## config.mk

```make
export PLATFORM = sky130hd
export DESIGN_NAME = rom_fsm_seq
export DESIGN_NICKNAME = d
export VERILOG_FILES = /design/src/rtl/rom_fsm_seq.sv
export SDC_FILE = /design/constraint.sdc
export NUM_CORES = 1
export LEC_CHECK = 0
export ABC_AREA = 1
export CAP_MARGIN = 40
export CELL_PAD_IN_SITES_DETAIL_PLACEMENT = 1
export CELL_PAD_IN_SITES_GLOBAL_PLACEMENT = 1
export CORE_UTILIZATION = 43
export DETAILED_ROUTE_END_ITERATION = 6
export PLACE_DENSITY = 0.86
export SLEW_MARGIN = 40
export SYNTH_ARGS = -nofsm -noshare
export SYNTH_HDL_FRONTEND = slang
export SYNTH_SLANG_ARGS = --single-unit
```

## constraint.sdc

```tcl
create_clock -name clk_i -period 1.36 [get_ports clk_i]
set_input_delay 0.272 -clock clk_i [delete_from_list [all_inputs] [get_ports clk_i]]
set_output_delay 0.272 -clock clk_i [all_outputs]
set_load 0.02 [all_outputs]
```

## src/rtl/rom_fsm_seq.sv

```systemverilog
// Table-driven FSM: a writable table indexed by {state, in} supplies the next
// state and the output word. Invalid entries send the machine back to
// INIT_STATE and bump a saturating error counter.
module rom_fsm_seq #(
    parameter int unsigned STATE_W    = 3,
    parameter int unsigned IN_W       = 1,
    parameter int unsigned OUT_W      = 3,
    parameter int unsigned INIT_STATE = 0,
    parameter bit          REG_OUT    = 1'b0,
    parameter string       INIT_FILE  = ""
) (
    input  logic                          clk_i,
    input  logic                          rst_ni,
    input  logic                          en_i,
    input  logic [(IN_W>0?IN_W:1)-1:0]    in_i,
    input  logic                          wr_en_i,
    input  logic [STATE_W+IN_W-1:0]       wr_addr_i,
    input  logic [STATE_W+OUT_W:0]        wr_data_i,
    output logic [OUT_W-1:0]              out_o,
    output logic [STATE_W-1:0]            state_o,
    output logic                          illegal_o,
    output logic [7:0]                    err_cnt_o
);

    localparam int unsigned AddrW = STATE_W + IN_W;
    localparam int unsigned EntW  = 1 + STATE_W + OUT_W;
    localparam int unsigned Depth = 1 << AddrW;
    localparam logic [STATE_W-1:0] InitSt = STATE_W'(INIT_STATE);

    logic [EntW-1:0]    table_q [Depth];
    logic [AddrW-1:0]   rd_addr;
    logic [EntW-1:0]    entry;
    logic               ent_valid;
    logic [STATE_W-1:0] ent_next;
    logic [OUT_W-1:0]   ent_out;

    logic [STATE_W-1:0] state_q, state_d;
    logic               illegal_q, illegal_d;
    logic [7:0]         err_q, err_d;

    // With no input bits the table is indexed by state alone.
    if (IN_W == 0) begin : g_no_in
        logic unused_in;
        assign unused_in = ^in_i;
        assign rd_addr   = state_q;
    end else begin : g_in
        assign rd_addr = {state_q, in_i};
    end

    // Table write port; not reset, so contents survive reset assertion.
    always_ff @(posedge clk_i) begin
        if (wr_en_i) begin
            table_q[wr_addr_i] <= wr_data_i;
        end
    end

    // Asynchronous read: a same-edge write is seen only from the next cycle.
    assign entry     = table_q[rd_addr];
    assign ent_valid = entry[EntW-1];
    assign ent_next  = entry[OUT_W +: STATE_W];
    assign ent_out   = ent_valid ? entry[OUT_W-1:0] : '0;

    // Next-state, illegal pulse and saturating error count.
    always_comb begin
        state_d   = state_q;
        illegal_d = 1'b0;
        err_d     = err_q;
        if (en_i) begin
            if (ent_valid) begin
                state_d = ent_next;
            end else begin
                state_d   = InitSt;
                illegal_d = 1'b1;
                err_d     = (err_q == 8'hFF) ? err_q : err_q + 8'd1;
            end
        end
    end

    // State registers with asynchronous active-low reset.
    always_ff @(posedge clk_i or negedge rst_ni) begin
        if (!rst_ni) begin
            state_q   <= InitSt;
            illegal_q <= 1'b0;
            err_q     <= '0;
        end else begin
            state_q   <= state_d;
            illegal_q <= illegal_d;
            err_q     <= err_d;
        end
    end

    if (REG_OUT) begin : g_reg_out
        logic [OUT_W-1:0] out_q;
        // Registered output updates only on a step, aligned with the new state.
        always_ff @(posedge clk_i or negedge rst_ni) begin
            if (!rst_ni) begin
                out_q <= '0;
            end else if (en_i) begin
                out_q <= ent_out;
            end
        end
        assign out_o = out_q;
    end else begin : g_mealy_out
        assign out_o = ent_out;
    end

    assign state_o   = state_q;
    assign illegal_o = illegal_q;
    assign err_cnt_o = err_q;

endmodule

```

==> results of run 1 <==
logic make-up (layout without fill, tap and decap cells):
| kind of cell | count (synthesis) | in the layout |
|---|---|---|
| AND/OR/NAND/NOR | 202 | 203 |
| flip-flops | 124 | 124 |
| AO/OA/AOI/OAI | 73 | 73 |
| buffers and inverters | 48 | 173 |
| XOR/XNOR | 4 | 4 |
| adder cells (fa/ha/maj) | 1 | 1 |
repair_timing:
action,4_1_cts,5_1_grt
setup buffers,10,4
hold buffers,0,0
gates cloned,1,0
pin swaps,14,5
setup endpoints to repair,27,19
gates resized for setup,91,14
power by group:
group	total (µW)	leakage [µW]	switching (µW)	internal, µW
Combinational	3670	0.00130	2100	1570
Clock	4290	0.000266	1630	2660
Sequential	4550	0.00116	203	4350
synth_stat cells (2+ instances only):
library cell | count | area [µm²]
o21ai_0 | 27 | 135
inv_1 | 27 | 101
dfrtp_1 | 12 | 300
xor2_1 | 3 | 26.3
buf_2 | 7 | 35.0
nand3_2 | 2 | 20.0
buf_4 | 3 | 22.5
nor2_2 | 10 | 62.6
edfxtp_1 | 112 | 3360
nand3b_1 | 2 | 15.0
nand3_1 | 33 | 165
clkbuf_1 | 3 | 11.3
o21ai_2 | 6 | 52.6
nor2_4 | 5 | 56.3
o211ai_2 | 3 | 37.5
o22ai_1 | 3 | 18.8
buf_6 | 5 | 56.3
o21ai_1 | 20 | 100
o211ai_1 | 13 | 97.6
nand2_1 | 68 | 255
nor2_1 | 77 | 289
path summary, 6_finish.rpt:
path                                     end  slack (ns)  cells past startpoint
worst min-delay path              state_o[2]        0.16                      2
worst max-delay path                out_o[2]       -0.81                      8
max in group asynchronous       err_cnt_o[2]        1.02                      2
min in group clk_i              err_cnt_o[1]        0.57                      2
worst max register to register    state_o[0]       -0.44                     13
worst min register to register  err_cnt_o[1]        0.57                      2
per-stage QoR:
| stage | hold WS, ns | power [µW] | instances |
|---|---|---|---|
| finish | 0.159 | 12500 | 746 |
| global route | 0.168 | 13000 | 746 |
| CTS | 0.158 | 12300 | 743 |
| detailed placement | 0.565 | 7740 | 703 |
| global placement | 0.515 | 7530 | 703 |
| floorplan | -0.0236 | 6290 | 452 |
final cells by class:
| type | count | share of cell area, % |
|---|---|---|
| Timing Repair Buffer | 113 | 13.4 |
| Clock buffer | 18 | 6.06 |
| Inverter | 29 | 1.59 |
| Multi-Input combinational cell | 281 | 22.3 |
| Clock inverter | 13 | 1.80 |
| Tap cell | 168 | 2.97 |
| Sequential cell | 124 | 51.8 |
state kept, by name (all words and copies together) (netlist names):
signal and flops:
illegal_o 1, err_cnt_o 8, table_q 112, state_o 3
routing by layer:
layer,track usage [%],vias up,part of all wire [%]
met2,47.2,131,54
met4,15.4,0,4.0
met3,5.05,49,4.2
met5,0,-,0
met1,30.1,2001,38
li1,-,1808,-
cell usage in the layout, fill, tap and decap left out, drive strengths merged:
cell	instances
buf	97
bufinv	2
clkbuf	18
clkdlybuf4s15	2
clkdlybuf4s50	14
clkinv	9
clkinvlp	3
dfrtp	12
edfxtp	112
ha	1
inv	28
nand2	69
nand3	35
nand3b	2
nand4	2
nor2	94
nor3	1
o211ai	16
o21ai	53
o221ai	1
o22ai	3
xnor2	1
xor2	3
critical path, cell delays in order, from the launching register on:
cell and delay, ns:
dfrtp_2 0.45, buf_4 0.20, o21ai_0 0.13, o211ai_1 0.24
nand3_1 0.12, nand2_1 0.12, nand2_2 0.07, inv_2 0.05
buf_6 0.10
==> out/qor.csv, run 1 <==
stage;metric;value;unit
route;WL final;15.9;mm
cts;CTS Root Cell;clkbuf_16;
die;core area;12100;µm²
global_route;first-pass GRT wire length;24.5;mm
setup_path;worst r2r src;state_o[0];
timing;final setup vio count;18;
cts;CTS buffer count;17;
place;placed cell area;6320;µm²
setup_path;Worst Setup End Kind;output pin;
die;num ports;31;
cells_and_area;Nets;583;
route;router iterations before antenna repair;6;
synth;multiplexer area fraction after synthesis;0;%
global_route;Tot GR Track Use;26.6;%
die;Starting Density;44.2;%
route;vias;3989;
route;drt drc;0;
place;DP Wirelength;10.3;mm
cells_and_area;Antenna Diode Count;0;
setup_path;Crit Path Class;register to output pin;
place;I/O Buffers;30;
timing;RSZ-0062 raised after global routing;true;
run;MaxCap Viol Count;0;
synth;xor and xnor fraction of the mapped netlist area;0.657;%
synth;Mean Syn Cell Area;11.8;µm²
power_and_ir_drop;maximum VDD drop;0.00102;V
timing;slew at the pin with the worst max-slew slack;0.357;ns
synth;top_reg_cell synth;edfxtp_1;
cts;Clock Path Buffers;2;
cts;Sink Count;124;
cells_and_area;fin util;58.7;%
timing;final hold violation count;0;
die;die area;12900;µm²
global_route;total grt overflow;0;
synth;post-synthesis compound-gate area fraction;8.44;%
setup_path;Required @ worst endpoint;1.09;ns
cts;CTS tree;done;
synth;Synth async-reset ratio;9.68;%
synth;Synth Warn #;0;
setup_path;CP Max Fanout;7;
run_status;outcome;finished with violations;
global_route;vias in the first global route;4340;
die;DIE HEIGHT;113;µm
die;num rows;40;
synth;adder-cell share of the synthesized area;0.235;%
timing;final setup margin;-0.812;ns
synth;Synth Instances;452;
die;Die Wd;113;µm
cells_and_area;area grow syn2layout;32.8;%
synth;#FFs+latches synth;124;
power_and_ir_drop;PD cells;1770;nW/µm²
global_route;largest net degree at the start of global routing;34;
timing;clock skew after layout;0.00836;ns
cts;Clock Latency Late Sink;0.42;ns
cells_and_area;register area;3670;µm²
timing;final period demand of the worst path;2.17;ns
cells_and_area;Finished Cell Area;7080;µm²
synth;main combinational cell family by area after synthesis;simple AND/OR/NAND/NOR gates;
cts;CTS clk-pin slew, worst paths;0.06;ns
global_route;initial antenna violation count;0;
timing;FMAX;460;MHz
worst_hold_path;Hold Path Class;input pin to asynchronous set/reset pin;
synth;Post-synth EDFFs;112;
timing;TNS Setup;-7.99;ns
synth;Post-Syn Nets;469;
timing;max-slew violations;0;
synth;Simple-Gate Fraction of Synth Area;17.2;%
timing;Tcrit/Tclk final;160;%
route;routed len/inst;21.3;µm
route;initial drt markers;300;
cts;CTS H-tree lvls;4;
synth;count of cell types in the netlist;32;
run_status;violated checks;negative setup slack;
route;number of vias per cell;5.35;
setup_path;CP arrival;1.90;ns
synth;register area share after synthesis;68.7;%
route;final antenna-violating net count;0;
power_and_ir_drop;LEAKAGE;0.00273;µW
setup_path;critical path launch point type;register;
cells_and_area;share of cells above drive strength 1;33.4;%
place;GPL Wtd Cong;0.803;
cells_and_area;fillcell total;1232;
setup_path;critical path launch point;state_o[0];
synth;Cell Area, Synth;5330;µm²
cells_and_area;footprint of the multi-input gates;1580;µm²
timing;Slew HR;76.2;%
place;Place WS;-0.959;ns
(Power assumes the default switching activity.)
==> run 2, diff against run 1 <==
- CORE_MARGIN: default -> 2
- CTS_CLUSTER_SIZE: default -> 30
==> run 2 against run 1 <==
The flow still finishes with violations (negative setup slack); first-iteration DRC count up 17%; routed wire length up 9.1%; worst hold slack worse by 0.012 ns.
==> out/qor.csv, run 2 (same netlist as run 1, synthesis figures left out) <==
stage;metric;value;unit
place;placed insts;697;
route;initial drt markers;350;
global_route;total grt overflow;0;
timing;FMAX;443;MHz
cells_and_area;Final Non-Filler Cells;750;
die;num rows;40;
timing;final hold violation count;0;
setup_path;slowest library cell on the worst path;dfrtp_2;
worst_hold_path;Hold Path Class;input pin to asynchronous set/reset pin;
route;drt drc;0;
setup_path;CP arrival;1.98;ns
setup_path;worst r2r src;state_o[0];
cells_and_area;footprint of the multi-input gates;1610;µm²
global_route;Tot GR Track Use;28.1;%
place;placed cell area;6280;µm²
cells_and_area;Antenna Diode Count;0;
cts;CTS clk-pin slew, worst paths;0.06;ns
die;core area;12100;µm²
setup_path;Crit Path Class;register to output pin;
cts;CTS buffer count;17;
die;die area;13300;µm²
route;routed len/inst;23.1;µm
route;number of vias per cell;5.48;
timing;final setup margin;-0.897;ns
run;MaxCap Viol Count;0;
timing;TNS Setup;-9.14;ns
setup_path;critical path launch point;state_o[0];
cts;Sink Count;124;
power_and_ir_drop;PD cells;1870;nW/µm²
cells_and_area;commonest cells after routing, fill and taps aside;112 x edfxtp_1, 76 x nor2_1, 69 x buf_4;
power_and_ir_drop;Tot Pwr;13600;µW
cells_and_area;area grow syn2layout;36.4;%
cells_and_area;fillcell total;1215;
cts;CTS H-tree lvls;4;
setup_path;CP Max Fanout;8;
cts;Clock Latency Late Sink;0.43;ns
setup_path;Worst Setup End Kind;output pin;
power_and_ir_drop;LEAKAGE;0.00281;µW
cts;CTS tree;done;
timing;max-slew violations;0;
die;Die Wd;115;µm
route;router iterations before antenna repair;5;
place;GPL Wtd Cong;0.859;
route;vias;4110;
die;Starting Density;44.2;%
die;num ports;31;
route;WL final;17.4;mm
cts;CTS Root Cell;clkbuf_16;
setup_path;Crit path largest cell delay;0.49;ns
global_route;initial antenna violation count;0;
global_route;first-pass GRT wire length;26.6;mm
cells_and_area;Nets;586;
cts;Clock Path Buffers;2;
timing;Tcrit/Tclk final;166;%
route;final antenna-violating net count;0;
timing;Slew HR;78.6;%
cells_and_area;Largest Register;table_q;
timing;final period demand of the worst path;2.26;ns
cells_and_area;register area;3670;µm²
timing;final hold slack;0.148;ns
die;DIE HEIGHT;115;µm
power_and_ir_drop;maximum VDD drop;0.000890;V
place;DP Wirelength;9.98;mm
timing;clock skew after layout;0.00944;ns
cells_and_area;Finished Cell Area;7270;µm²
cells_and_area;most common cell after layout, fill and taps aside;edfxtp_1;
timing;final setup vio count;18;
setup_path;critical path launch point type;register;
global_route;vias in the first global route;4656;
timing;slew at the pin with the worst max-slew slack;0.320;ns
setup_path;CP Cell Sequence;inv_4 > buf_12 > o21ai_2 > o211ai_1 > nand3_1 > nand2_1 > nand2_2 > inv_2 > buf_6;
run_status;outcome;finished with violations;
cells_and_area;share of cells above drive strength 1;34.7;%
place;I/O Buffers;30;
cells_and_area;max reg flops;112;
setup_path;Required @ worst endpoint;1.09;ns
global_route;largest net degree at the start of global routing;37;
timing;RSZ-0062 raised after global routing;true;
run_status;violated checks;negative setup slack;
[run 2: cell types whose count changed in the layout (fill, tap and decap cells not counted), sizes merged]
cell | previous run | this run
clkbuf | 18 | 24
clkinv | 9 | 5
buf | 97 | 100
bufinv | 2 | 5
clkinvlp | 3 | 0
clkdlybuf4s15 | 2 | 1
[run 2: area by class of cell]
type	count	area share [%]
clock buffer	23	6.16
clock inverter	9	2.30
inverter	29	1.55
multi-input combinational	281	22.2
sequential	124	50.5
tap	168	2.89
timing repair buffer	116	14.5
[run 2: routing by layer]
metal  wire length [µm]  global-route usage [%]  vias to the layer above
li1                   -                       -                     1816
met1               6510                    30.9                     2028
met2               8980                    48.3                      186
met3                889                    6.64                       80
met4                976                    18.8                        0
met5                  0                       0                        -
[run 2: worst paths after layout]
check | end | slack [ns] | cells past startpoint
max | out_o[2] | -0.90 | 9
min | state_o[2] | 0.15 | 2
max reg2reg | state_o[0] | -0.53 | 13
min reg2reg | err_cnt_o[3] | 0.56 | 2
max in group asynchronous | state_o[0] | 1.03 | 2
min in group clk_i | err_cnt_o[3] | 0.56 | 2
[run 2: repair_timing]
item                                    4_1_cts  5_1_grt
endpoints found under the hold margin         0        0
hold buffers                                  0        0
pin swaps                                    19        3
setup buffers                                17        4
cloned                                        2        0
gates resized for setup                     122       10
endpoints found under the setup margin       27       20
[run 2: worst max-delay path, delay by kind of cell, from the launching register on]
kind                   cells  cell delay, ns
flip-flops                 1            0.49
AND/OR/NAND/NOR            3            0.33
AO/OA/AOI/OAI              2            0.30
buffers and inverters      4            0.44
[run 2: report_power, final]
group / internal [µW] / total (µW) / switching [µW]
Sequential: 4350 / 4570 / 220
Clock: 3230 / 4820 / 1590
Combinational: 1870 / 4190 / 2320
Total: 9450 / 13600 / 4140
[run 2: stage by stage]
stage          worst slack (ns)  utilization (%)
2_1_floorplan            -0.173                -
3_3_place_gp             -0.839             52.0
3_5_place_dp             -0.915             52.0
4_1_cts                  -0.840             60.0
5_1_grt                  -0.929             60.3
6_report                 -0.897             60.3
